## src/rtl/divisor_multicanal.sv

```systemverilog
// divisor_multicanal: NCH-channel run-time programmable clock divider with square-wave and tick outputs.
// Optional feature macro DIV_SYNC_START_EN adds input 'sync' for a phase-aligned restart of all channels.
module divisor_multicanal #(
    parameter int NCH     = 2,
    parameter int CW      = 20,
    parameter int DEF_DIV = 999999
) (
    input  logic           clk,
    input  logic           reset_n,
    input  logic [NCH-1:0] en,
    input  logic           load,
    input  logic [2:0]     load_ch,
    input  logic [CW-1:0]  load_val,
`ifdef DIV_SYNC_START_EN
    input  logic           sync,
`endif
    output logic [NCH-1:0] s_clk,
    output logic [NCH-1:0] tick
);

    localparam logic [CW-1:0] DEF_LIMIT = CW'(DEF_DIV);

    generate
        for (genvar gi = 0; gi < NCH; gi++) begin : g_ch
            logic [CW-1:0] cuenta_reg, cuenta_next;
            logic [CW-1:0] limit_reg, limit_next;
            logic          s_clk_reg, s_clk_next;
            logic          tick_reg, tick_next;
            logic          load_hit;

            assign load_hit = load && (load_ch == 3'(gi));

            // A load beats a same-cycle terminal count: the phase restarts, no toggle.
            always_comb begin
                cuenta_next = cuenta_reg;
                limit_next  = limit_reg;
                s_clk_next  = s_clk_reg;
                tick_next   = 1'b0;
                if (load_hit) begin
                    limit_next  = load_val;
                    cuenta_next = '0;
                end else if (en[gi]) begin
                    if (cuenta_reg == limit_reg) begin
                        cuenta_next = '0;
                        s_clk_next  = ~s_clk_reg;
                        tick_next   = 1'b1;
                    end else begin
                        cuenta_next = cuenta_reg + CW'(1);
                    end
                end
`ifdef DIV_SYNC_START_EN
                // Global restart overrides phase state but keeps any same-cycle limit update.
                if (sync) begin
                    cuenta_next = '0;
                    s_clk_next  = 1'b0;
                    tick_next   = 1'b0;
                end
`endif
            end

            always_ff @(posedge clk or negedge reset_n) begin
                if (!reset_n) begin
                    cuenta_reg <= '0;
                    limit_reg  <= DEF_LIMIT;
                    s_clk_reg  <= 1'b0;
                    tick_reg   <= 1'b0;
                end else begin
                    cuenta_reg <= cuenta_next;
                    limit_reg  <= limit_next;
                    s_clk_reg  <= s_clk_next;
                    tick_reg   <= tick_next;
                end
            end

            assign s_clk[gi] = s_clk_reg;
            assign tick[gi]  = tick_reg;
        end
    endgenerate

endmodule
```

## config.mk

```make
export PLATFORM = sky130hd
export DESIGN_NAME = divisor_multicanal
export DESIGN_NICKNAME = d
export VERILOG_FILES = /design/src/rtl/divisor_multicanal.sv
export SDC_FILE = /design/constraint.sdc
export NUM_CORES = 1
export LEC_CHECK = 0
export CAP_MARGIN = 20
export CELL_PAD_IN_SITES_DETAIL_PLACEMENT = 1
export CELL_PAD_IN_SITES_GLOBAL_PLACEMENT = 2
export CORE_MARGIN = 3
export CORE_UTILIZATION = 30
export CTS_CLUSTER_SIZE = 20
export DETAILED_ROUTE_END_ITERATION = 8
export PLACE_DENSITY = 0.7
export SYNTH_ARGS = -nofsm -noshare
export SYNTH_HDL_FRONTEND = slang
export SYNTH_SLANG_ARGS = --single-unit
```

## constraint.sdc

```tcl
create_clock -name clk -period 2.1 [get_ports clk]
set_clock_uncertainty 0.15 [all_clocks]
set_input_delay 0.21 -clock clk [delete_from_list [all_inputs] [get_ports clk]]
set_output_delay 0.21 -clock clk [all_outputs]
set_load 0.01 [all_outputs]
```

==> impl_results.md, run 1 <==
- Fin nets: 480
- Syn Nets: around 400
- Initial antenna violation count: 0
- Design area: between 5000 and 6000 um^2
- CP Class: reg2reg
- #FFs+latches synth: 84
- Leading post-synthesis cells by cell area: dfrtp_1 (35%), dfstp_2 (15%), xor2_1 (11%)
- Clock transition at path regs: roughly 0.06 ns
- Yosys top cell area share: 0.352
- Syn_area_per_cell: between 10 and 15 um^2
- Worst setup margin: around 0.057 ns
- WP buf/inv: 1
- Maximum vdd ir drop: ~0.43 mV
- Total area of sequential cells: ~2100 um^2
- Critical path depth: 6
- Critical path required time: 2.18 ns
- Die Y: 125 um
- Slowest CP cell: dfstp_2
- Core Rows: 42
- Max Cap Viol: 0
- Skew-Pair Late Insertion Delay: around 0.35 ns
- Horiz. Die Dim: 125 um
- Count of input and output buffers: 31
- Clock tree buffer depth: 2
- Syn Std Cell Area: about 4300 um^2
- CTS tree: yes
- Mapped Cells: 375
- Cell total after placement: between 600 and 700
- Top cells by count, synth: dfrtp_1 (60), xor2_1 (55), nor2_1 (44)
- First-pass GRT wire length: 18100 um
- CTS Sinks: between 80 and 90
- Status: complete, no violations
- Worst path max stage delay: about 0.54 ns
- Seq/Total Area, Yosys: 0.500
- Critical Path, Cell by Cell: xor2_1 > nor4_1 > nand3_2 > o31ai_4 > buf_12 > nor2_1
- Ports: 32
- Endpoints failing setup: 0
- DR vias: roughly 3000
- Gpl congestion: approximately 0.8
- Synthesis Warnings: 0
- DRT Pass-1 Iters: 4
- Yosys cell types: a little over 40
- Critical Path Start Type: flip-flop
- Count leader, synth: dfrtp_1
- Area of the multi-input gates: 2030 um^2
- Area grow syn2layout: 28.9%
- Fin. Hold Viols: 0
- Worst path top cell family by delay: simple AND/OR/NAND/NOR gates
- Flop-to-flop setup slack: approximately 0.057 ns
- Largest net degree at the start of global routing: 41
- Number of global-route vias before repair: 3301
- DP Worst Slack: -0.102 ns
- Via/cell ratio: approximately 4.7
- CORE AREA: about 14000 um^2
- Final ANT Viol Nets: 0
- Leak Pwr: 0.00237 uW
- Final wirelength: between 10000 and 15000 um
- H-tree levels: 3
- Die area: roughly 16000 um^2
- Total negative slack: 0 ns
- Post-synth EDFFs: 0
- Largest area contributor in the netlist: dfrtp_1
- Fmax: ~500 MHz
- Cell Count, Final, Fillers Out: between 600 and 700
- Most used DFF post-synth: dfrtp_1
- Gr ovfl total: 0
- Num CTS Buffers: 9
- CP Capture Type: flip-flop
- DRT iter0 DRCs: around 180
- Worst R2R Path Depth: 6
- Fillers: around 1500
- WL/cell: approximately 17 um
- Worst Hold Slack: 0.164 ns
- Slew Limit Fails: 0
- Post-place instance area: 5120 um^2
- Layout cells sized above 1: 0.330
- Period utilization: 0.973
- Final min period: 2.04 ns
- Drt drc: 0
- Hold Path Class: in2async
- Slew of the pin with the lowest slew margin: roughly 0.44 ns
- Worst slew margin: 0.707
- CTS root buf: clkbuf_16
- Initial Utilization: 0.315
- FFs w/ async S/R, synth: 1.00
- Overall Global Routing Usage: 0.147
- Ant diodes: 0
- CP arrival: between 2 and 2.5 ns
- HPWL Detailed: 8250 um
- Power per cell area: roughly 870 nW/um^2
- Maximum fanout along the worst path: 16
-- metal layers --
layer,vias up,share of wire,GRT usage
li1,1432,-,-
met2,34,0.46,0.225
met5,-,0,0
met1,1504,0.50,0.208
met3,11,0.031,0.0431
met4,0,0.0078,0.0319
-- cell families (layout without fill, tap and decap cells) --
family          Yosys count  count (layout)  share of synthesized area
flops                    84              84                      0.500
compound gates           20              20                     0.0373
fa+ha+maj                 2               2                    0.00587
simple gates            126             126                      0.158
xor+xnor                 73              73                      0.150
buf+inv                  28             108                     0.0384
mux                      42              42                      0.110
-- cell type report --
class	count	area share
clock buffer	13	0.0492
clock inverter	3	0.00797
inverter	10	0.00683
multi-input combinational	263	0.369
sequential	84	0.388
tap	176	0.0401
timing repair buffer	82	0.138
-- stage by stage --
step,power (uW),utilization
2_1_floorplan,2700,-
3_3_place_gp,3090,0.378
3_5_place_dp,3130,0.378
4_1_cts,4850,0.402
5_1_grt,5060,0.405
6_report,4810,0.405
-- worst reg2reg max path: stages (launching register included) --
cell     delay [ns]
dfstp_2        0.54
xor2_1         0.07
nor4_1         0.44
nand3_2        0.21
o31ai_4        0.26
buf_12         0.19
nor2_1         0.07
-- placed cells by master (no fill, tap or decap), types with 2 or more instances in the layout --
| cell type | Yosys | layout |
|---|---|---|
| a2111oi_1 | 0 | 2 |
| a21oi_1 | 7 | 7 |
| and3_1 | 3 | 3 |
| and4_1 | 3 | 3 |
| buf_12 | 0 | 5 |
| buf_4 | 7 | 45 |
| clkbuf_16 | 0 | 9 |
| clkbuf_8 | 1 | 3 |
| clkdlybuf4s50_1 | 0 | 30 |
| dfrtp_1 | 60 | 58 |
| dfrtp_2 | 0 | 2 |
| dfstp_2 | 24 | 24 |
| ha_1 | 2 | 2 |
| inv_1 | 10 | 10 |
| mux2_2 | 40 | 40 |
| mux2i_1 | 2 | 2 |
| nand2_1 | 19 | 19 |
| nand3_1 | 13 | 12 |
| nand3_2 | 1 | 2 |
| nand4_1 | 9 | 9 |
| nor2_1 | 44 | 43 |
| nor2_2 | 1 | 2 |
| nor3_1 | 8 | 8 |
| nor4_1 | 15 | 12 |
| nor4_2 | 2 | 4 |
| nor4_4 | 1 | 2 |
| o211ai_1 | 2 | 2 |
| o21ai_0 | 3 | 3 |
| o31ai_4 | 2 | 2 |
| or3_1 | 2 | 2 |
| xnor2_1 | 18 | 18 |
| xor2_1 | 55 | 55 |
-- repair_timing --
item / in CTS / in global routing
hold buffers: 1 / 0
gates resized for setup: 1 / 10
pin swaps: 0 / 1
hold endpoints to repair: 55 / 0
setup endpoints to repair: 19 / 18
setup buffers: 0 / 1
-- final timing paths --
check                                      start                     to
max                        g_ch[0].limit_reg[19]  g_ch[0].cuenta_reg[7]
min                                      reset_n      g_ch[1].s_clk_reg
max reg2reg                g_ch[0].limit_reg[19]  g_ch[0].cuenta_reg[7]
min reg2reg                    g_ch[1].s_clk_reg      g_ch[1].s_clk_reg
max in group asynchronous                reset_n   g_ch[1].limit_reg[1]
min in group clk               g_ch[1].s_clk_reg      g_ch[1].s_clk_reg
-- power by group --
group | internal [uW] | leakage [uW] | switching (uW)
sequential | 1960 | 0.00104 | 249
combinational | 499 | 0.00118 | 414
clock | 1020 | 0.000156 | 669
total | 3480 | 0.00237 | 1330
Note: power is estimated with default switching activity, not from simulation.
==> run 2: changes to the inputs <==
--- a/config.mk
+++ b/config.mk
@@ -10,9 +10,11 @@
 export CELL_PAD_IN_SITES_GLOBAL_PLACEMENT = 2
 export CORE_MARGIN = 3
 export CORE_UTILIZATION = 30
+export CTS_CLUSTER_DIAMETER = 150
 export CTS_CLUSTER_SIZE = 20
 export DETAILED_ROUTE_END_ITERATION = 8
 export PLACE_DENSITY = 0.7
+export SLEW_MARGIN = 20
 export SYNTH_ARGS = -nofsm -noshare
 export SYNTH_HDL_FRONTEND = slang
 export SYNTH_SLANG_ARGS = --single-unit
==> results of run 2 <==
Final layout, timing and power as in run 1 (identical DEF).
